`src/rtl/linear_step_generator.sv`:
```
// Bresenham step/direction generator: turns a signed relative move (dx, dy) into
// registered X/Y step pulses so both axes reach the target together.
module linear_step_generator #(
    parameter int POS_WIDTH  = 12,
    parameter int STEP_TICKS = 4
) (
    input  logic                 clk,
    input  logic                 reset,
    input  logic                 clk_en,
    input  logic                 trigger,
    input  logic [POS_WIDTH-1:0] dx,
    input  logic [POS_WIDTH-1:0] dy,
    output logic                 step_x,
    output logic                 step_y,
    output logic                 dir_x,
    output logic                 dir_y,
    output logic                 done
);

    localparam int ACC_W = POS_WIDTH + 3;
    localparam int CNT_W = $clog2(STEP_TICKS + 1);

    typedef enum logic [2:0] {IDLE, LOAD, STEP, GAP, FINISH} state_t;

    state_t                          state_reg;
    logic [1:0][POS_WIDTH-1:0]       disp;
    logic [1:0][POS_WIDTH-1:0]       mag_next;
    logic [1:0][POS_WIDTH-1:0]       mag_reg;
    logic [POS_WIDTH-1:0]            major_reg;
    logic [POS_WIDTH-1:0]            minor_reg;
    logic [POS_WIDTH-1:0]            remaining_reg;
    logic                            major_is_x_reg;
    logic signed [ACC_W-1:0]         acc_reg;
    logic signed [ACC_W-1:0]         acc_sum;
    logic signed [ACC_W-1:0]         acc_next;
    logic                            minor_hit;
    logic [CNT_W-1:0]                gap_cnt_reg;
    logic                            step_x_reg;
    logic                            step_y_reg;
    logic                            dir_x_reg;
    logic                            dir_y_reg;
    logic                            load_x_major;
    logic [POS_WIDTH-1:0]            load_major;
    logic [POS_WIDTH-1:0]            load_minor;

    assign disp = {dy, dx};

    // Magnitude of each axis; the most negative input wraps to 2^(POS_WIDTH-1),
    // which is exactly its magnitude when read as unsigned.
    generate
        for (genvar gi = 0; gi < 2; gi++) begin : g_abs
            assign mag_next[gi] = disp[gi][POS_WIDTH-1] ? (~disp[gi] + 1'b1) : disp[gi];
        end
    endgenerate

    always_comb begin
        load_x_major = (mag_reg[0] >= mag_reg[1]);
        load_major   = load_x_major ? mag_reg[0] : mag_reg[1];
        load_minor   = load_x_major ? mag_reg[1] : mag_reg[0];
        acc_sum      = acc_reg + $signed({2'b00, minor_reg, 1'b0});
        minor_hit    = (acc_sum >= $signed({3'b000, major_reg}));
        acc_next     = minor_hit ? (acc_sum - $signed({2'b00, major_reg, 1'b0})) : acc_sum;
    end

    always_ff @(posedge clk) begin
        if (reset) begin
            state_reg      <= IDLE;
            mag_reg        <= '0;
            major_reg      <= '0;
            minor_reg      <= '0;
            remaining_reg  <= '0;
            major_is_x_reg <= 1'b0;
            acc_reg        <= '0;
            gap_cnt_reg    <= '0;
            step_x_reg     <= 1'b0;
            step_y_reg     <= 1'b0;
            dir_x_reg      <= 1'b0;
            dir_y_reg      <= 1'b0;
        end else if (clk_en) begin
            case (state_reg)
                IDLE: begin
                    step_x_reg <= 1'b0;
                    step_y_reg <= 1'b0;
                    if (trigger) begin
                        mag_reg   <= mag_next;
                        dir_x_reg <= dx[POS_WIDTH-1];
                        dir_y_reg <= dy[POS_WIDTH-1];
                        state_reg <= LOAD;
                    end
                end
                LOAD: begin
                    major_reg      <= load_major;
                    minor_reg      <= load_minor;
                    major_is_x_reg <= load_x_major;
                    remaining_reg  <= load_major;
                    acc_reg        <= '0;
                    state_reg      <= (load_major == '0) ? FINISH : STEP;
                end
                STEP: begin
                    // Major axis always steps; minor axis steps when the error term crosses.
                    step_x_reg    <= major_is_x_reg ? 1'b1 : minor_hit;
                    step_y_reg    <= major_is_x_reg ? minor_hit : 1'b1;
                    acc_reg       <= acc_next;
                    remaining_reg <= remaining_reg - 1'b1;
                    gap_cnt_reg   <= CNT_W'(STEP_TICKS - 1);
                    state_reg     <= GAP;
                end
                GAP: begin
                    step_x_reg <= 1'b0;
                    step_y_reg <= 1'b0;
                    if (gap_cnt_reg <= CNT_W'(1)) begin
                        state_reg <= (remaining_reg != '0) ? STEP : FINISH;
                    end else begin
                        gap_cnt_reg <= gap_cnt_reg - 1'b1;
                    end
                end
                FINISH: begin
                    step_x_reg <= 1'b0;
                    step_y_reg <= 1'b0;
                    state_reg  <= IDLE;
                end
                default: state_reg <= IDLE;
            endcase
        end
    end

    assign step_x = step_x_reg;
    assign step_y = step_y_reg;
    assign dir_x  = dir_x_reg;
    assign dir_y  = dir_y_reg;
    assign done   = (state_reg == IDLE);

endmodule

```
`config.mk`:
```
export PLATFORM = sky130hd
export DESIGN_NAME = linear_step_generator
export DESIGN_NICKNAME = d
export VERILOG_FILES = /design/src/rtl/linear_step_generator.sv
export SDC_FILE = /design/constraint.sdc
export NUM_CORES = 1
export LEC_CHECK = 0
export CAP_MARGIN = 20
export CORE_AREA = 2 2 109 121
export DETAILED_ROUTE_END_ITERATION = 7
export DIE_AREA = 0 0 111 123
export GPL_TIMING_DRIVEN = 0
export PLACE_DENSITY = 0.68
export SLEW_MARGIN = 20
export SYNTH_ARGS = -nofsm -noshare
export SYNTH_HDL_FRONTEND = slang
export SYNTH_SLANG_ARGS = --single-unit
```
`constraint.sdc`:
```
create_clock -name clk -period 3.9 [get_ports clk]
set_input_delay 0.39 -clock clk [delete_from_list [all_inputs] [get_ports clk]]
set_output_delay 0.39 -clock clk [all_outputs]
set_load 0.02 [all_outputs]
```
==> impl_results.md <==
* Leakage power at 2.83 nW
* Placed cell area at 6380 um2
* DRC Markers at 0
* Post-Layout Inst Area at 7060 um2
* Hold Path Class: reg -> reg
* Clock Tree Root: clkbuf_16
* CTS Sinks at 85
* H-tree depth at 3
* Layout cell share with drive strength beyond 1 at 0.0961
* Area of the multi-input gates at 4080 um2
* Leading area contributor after synthesis: dfxtp_1
* Setup CP Type: reg -> reg
* Iteration-0 DRC Markers at 287
* Hold buffers post-CTS at 0
* Global-route wire length before repair at 25.2 mm
* Hold path startpoint: step_x$_SDFFE_PP0P_
* Vias per cell at 5.74
* Io pins at 33
* CP endpoint: acc_reg[11]$_SDFFE_PP0P_
* Post-synth top flop: dfxtp_1
* GR met3 Demand/Resource at 0.0309
* CP max FO at 5
* Setup violators final at 0
* Largest register FFs at 24
* Multiplexer area fraction after synthesis at 0.0661
* CTS tree: yes
* Initial antenna violation count at 0
* Final net count at 868
* XOR/XNOR Fraction of Synth Area at 0.0537
* Slew HR at 0.579
* Synth top area cells: dfxtp_1 29%, ha_1 11%, mux2i_1 6.0%
* CTS Buf Count at 9
* Commonest non-fill, non-tap cell in the layout: dfxtp_1
* WL final at 15.7 mm
* Power Dens Cells at 421 nW/um2
* Slew @ Worst Pin at 0.631 ns
* Synth Cell Area at 5870 um2
* Die height at 123 um
* Seq/Total Area, Yosys at 0.290
* Antenna-violating nets left at 0
* Initial core utilization at 0.472
* Max clock buf depth at 2
* R2r startpoint: minor_reg[0]$_SDFFE_PP0P_
* Crit share post-route at 0.983
* Critical Path Source Type: register
* Core box area at 12,400 um2
* Setup crit start: minor_reg[0]$_SDFFE_PP0P_
* Die X at 111 um
* Synth Area in Compound Gates at 0.224
* Max VDD drop at 0.308 mV
* CP Data Arrival Time at 4.04 ns
* Core Rows at 43
* Via count at 5,441
* F_max at 261 MHz
* Synthesized instance count at 730
* Final min period at 3.83 ns
* Setup ws final at 0.0675 ns
* Reg area at 1710 um2
* Fillers at 1,132
* Critical R2R Capture: acc_reg[11]$_SDFFE_PP0P_
* GR Overflow Total at 0
* Commonest cells after routing, fill and taps aside: 83 x dfxtp_1, 73 x nor2_1, 73 x nand2_1
* Seq cells post-synth at 85
* GR Util All Layers at 0.231
* Top cell type's share of synthesized area at 0.290
* Worst endpoint required time at 4.11 ns
* Worst R2R Setup Slack at 0.07 ns
* Routability Congestion at 0.914
* Number of enable flip-flop cells after synthesis at 0
* Mean Syn Cell Area at 8.04 um2
* Reg2reg path depth at 19
* Area Overhead vs Synth at 20.3%
* Clk_lat worst skew at 0.34 ns
* Status: finished clean
* Clock skew at 0.00720 ns
* Hold Fails Final Rpt at 0
* Max-Cap Viols at 0
* Vias in the first global route at 5,164
* Die area at 13,700 um2
* RSZ-0062 raised after global routing: true
* Placement Setup Slack at -0.640 ns
* # port buffers at 31
* Adder-cell share of the synthesized area at 0.118
* Most used routing layer in global routing: met2
* Avg WL per Cell at 16.6 um
* Largest family of logic cells by synthesized area: compound AO/OA/AOI/OAI gates
* DP HPWL at 12.2 mm
* Diodes inserted at 0
* Crit end category: register
* Post-synthesis simple-gate area fraction at 0.197
* Syn_nets at 812
* CTS clk-pin slew, worst paths at 0.06 ns
* GRT met1 Usage at 0.268
* Max Transition Viols Final at 0
* Largest net degree at the start of global routing at 14
* Post-synth ARST share at 0
* Final hold slack at 0.446 ns
* Number of distinct library cells after synthesis at 67
* Met2 Use GR at 0.423
* Synth warn at 0
* Router iterations before antenna repair at 5
* Final core occ at 0.568
[final cells by class]
class                   instances  share of cell area
multi-input cells             568               0.578
well taps                     157              0.0278
clock inverters                 3             0.00957
clock buffers                  13              0.0369
inverters                      43              0.0229
repair buffers                 45              0.0627
plain buffers                  34              0.0207
flip-flops and latches         85               0.242
[routing by layer]
layer	up-vias	routed length (um)
met5	-	0
met4	0	533
met3	33	596
met2	139	7860
met1	2544	6740
li1	2725	-
[synth_stat cells, types with 15 or more instances]
cell type,instances
a211oi_1,39
a21oi_1,54
and3_1,15
clkbuf_1,25
dfxtp_1,85
ha_1,52
inv_1,42
mux2i_1,35
nand2_1,73
nor2_1,73
nor3_1,19
o21ai_0,32
xnor2_1,19
xor2_1,17
[worst max-delay path, stage by stage (launching register included)]
cell and delay [ns]:
dfxtp_4 0.37, ha_4 0.14, inv_2 0.04, fa_2 0.37, nor2b_4 0.16, o2111ai_4 0.13, a31oi_2 0.18, a21o_2 0.15
a21oi_2 0.06, xnor2_2 0.16, ha_1 0.31, and3_4 0.20, nand3_4 0.07, o31ai_4 0.37, nor2_4 0.08, a211oi_4 0.29
buf_6 0.15, buf_12 0.13, mux2i_4 0.25, o21ai_1 0.08
[worst min-delay path by stage]
stage / to / slack, ns / cells after the start
final: step_x$_SDFFE_PP0P_ / 0.45 / 2
after CTS: step_x$_SDFFE_PP0P_ / 0.46 / 2
after floorplan: acc_reg[3]$_SDFFE_PP0P_ / 0.43 / 2
after global routing: acc_reg[7]$_SDFFE_PP0P_ / 0.47 / 2
after global placement: step_x$_SDFFE_PP0P_ / 0.43 / 2
after detailed placement: step_x$_SDFFE_PP0P_ / 0.45 / 2
[kinds of logic (layout without fill, tap and decap cells)]
group,count (synthesis),after routing
AO/OA/AOI/OAI,196,196
multiplexers,38,38
flip-flops,85,85
XOR/XNOR,36,36
buffers and inverters,77,138
AND/OR/NAND/NOR,244,244
adder cells (fa/ha/maj),54,54
[metrics by stage]
stage               setup TNS, ns  cells  power, mW
detailed placement          -6.74    918       1.82
CTS                       -0.0250    944       2.95
global placement            -6.41    918       1.80
floorplan                       0    730       1.60
finish                          0    948       2.97
global route               -0.571    948       3.10
[power by group]
part,internal [mW],switching (mW),total (mW)
Sequential,0.910,0.0464,0.957
Combinational,0.515,0.566,1.08
Clock,0.596,0.339,0.935
[repair_timing]
action | 4_1_cts | 5_1_grt
endpoints found under the hold margin | 0 | 0
setup buffers | 9 | 4
pin swaps | 14 | 17
gates cloned | 1 | 0
setup endpoints to repair | 14 | 14
gates resized for setup | 34 | 8
Power figures use the tool's default switching activity.
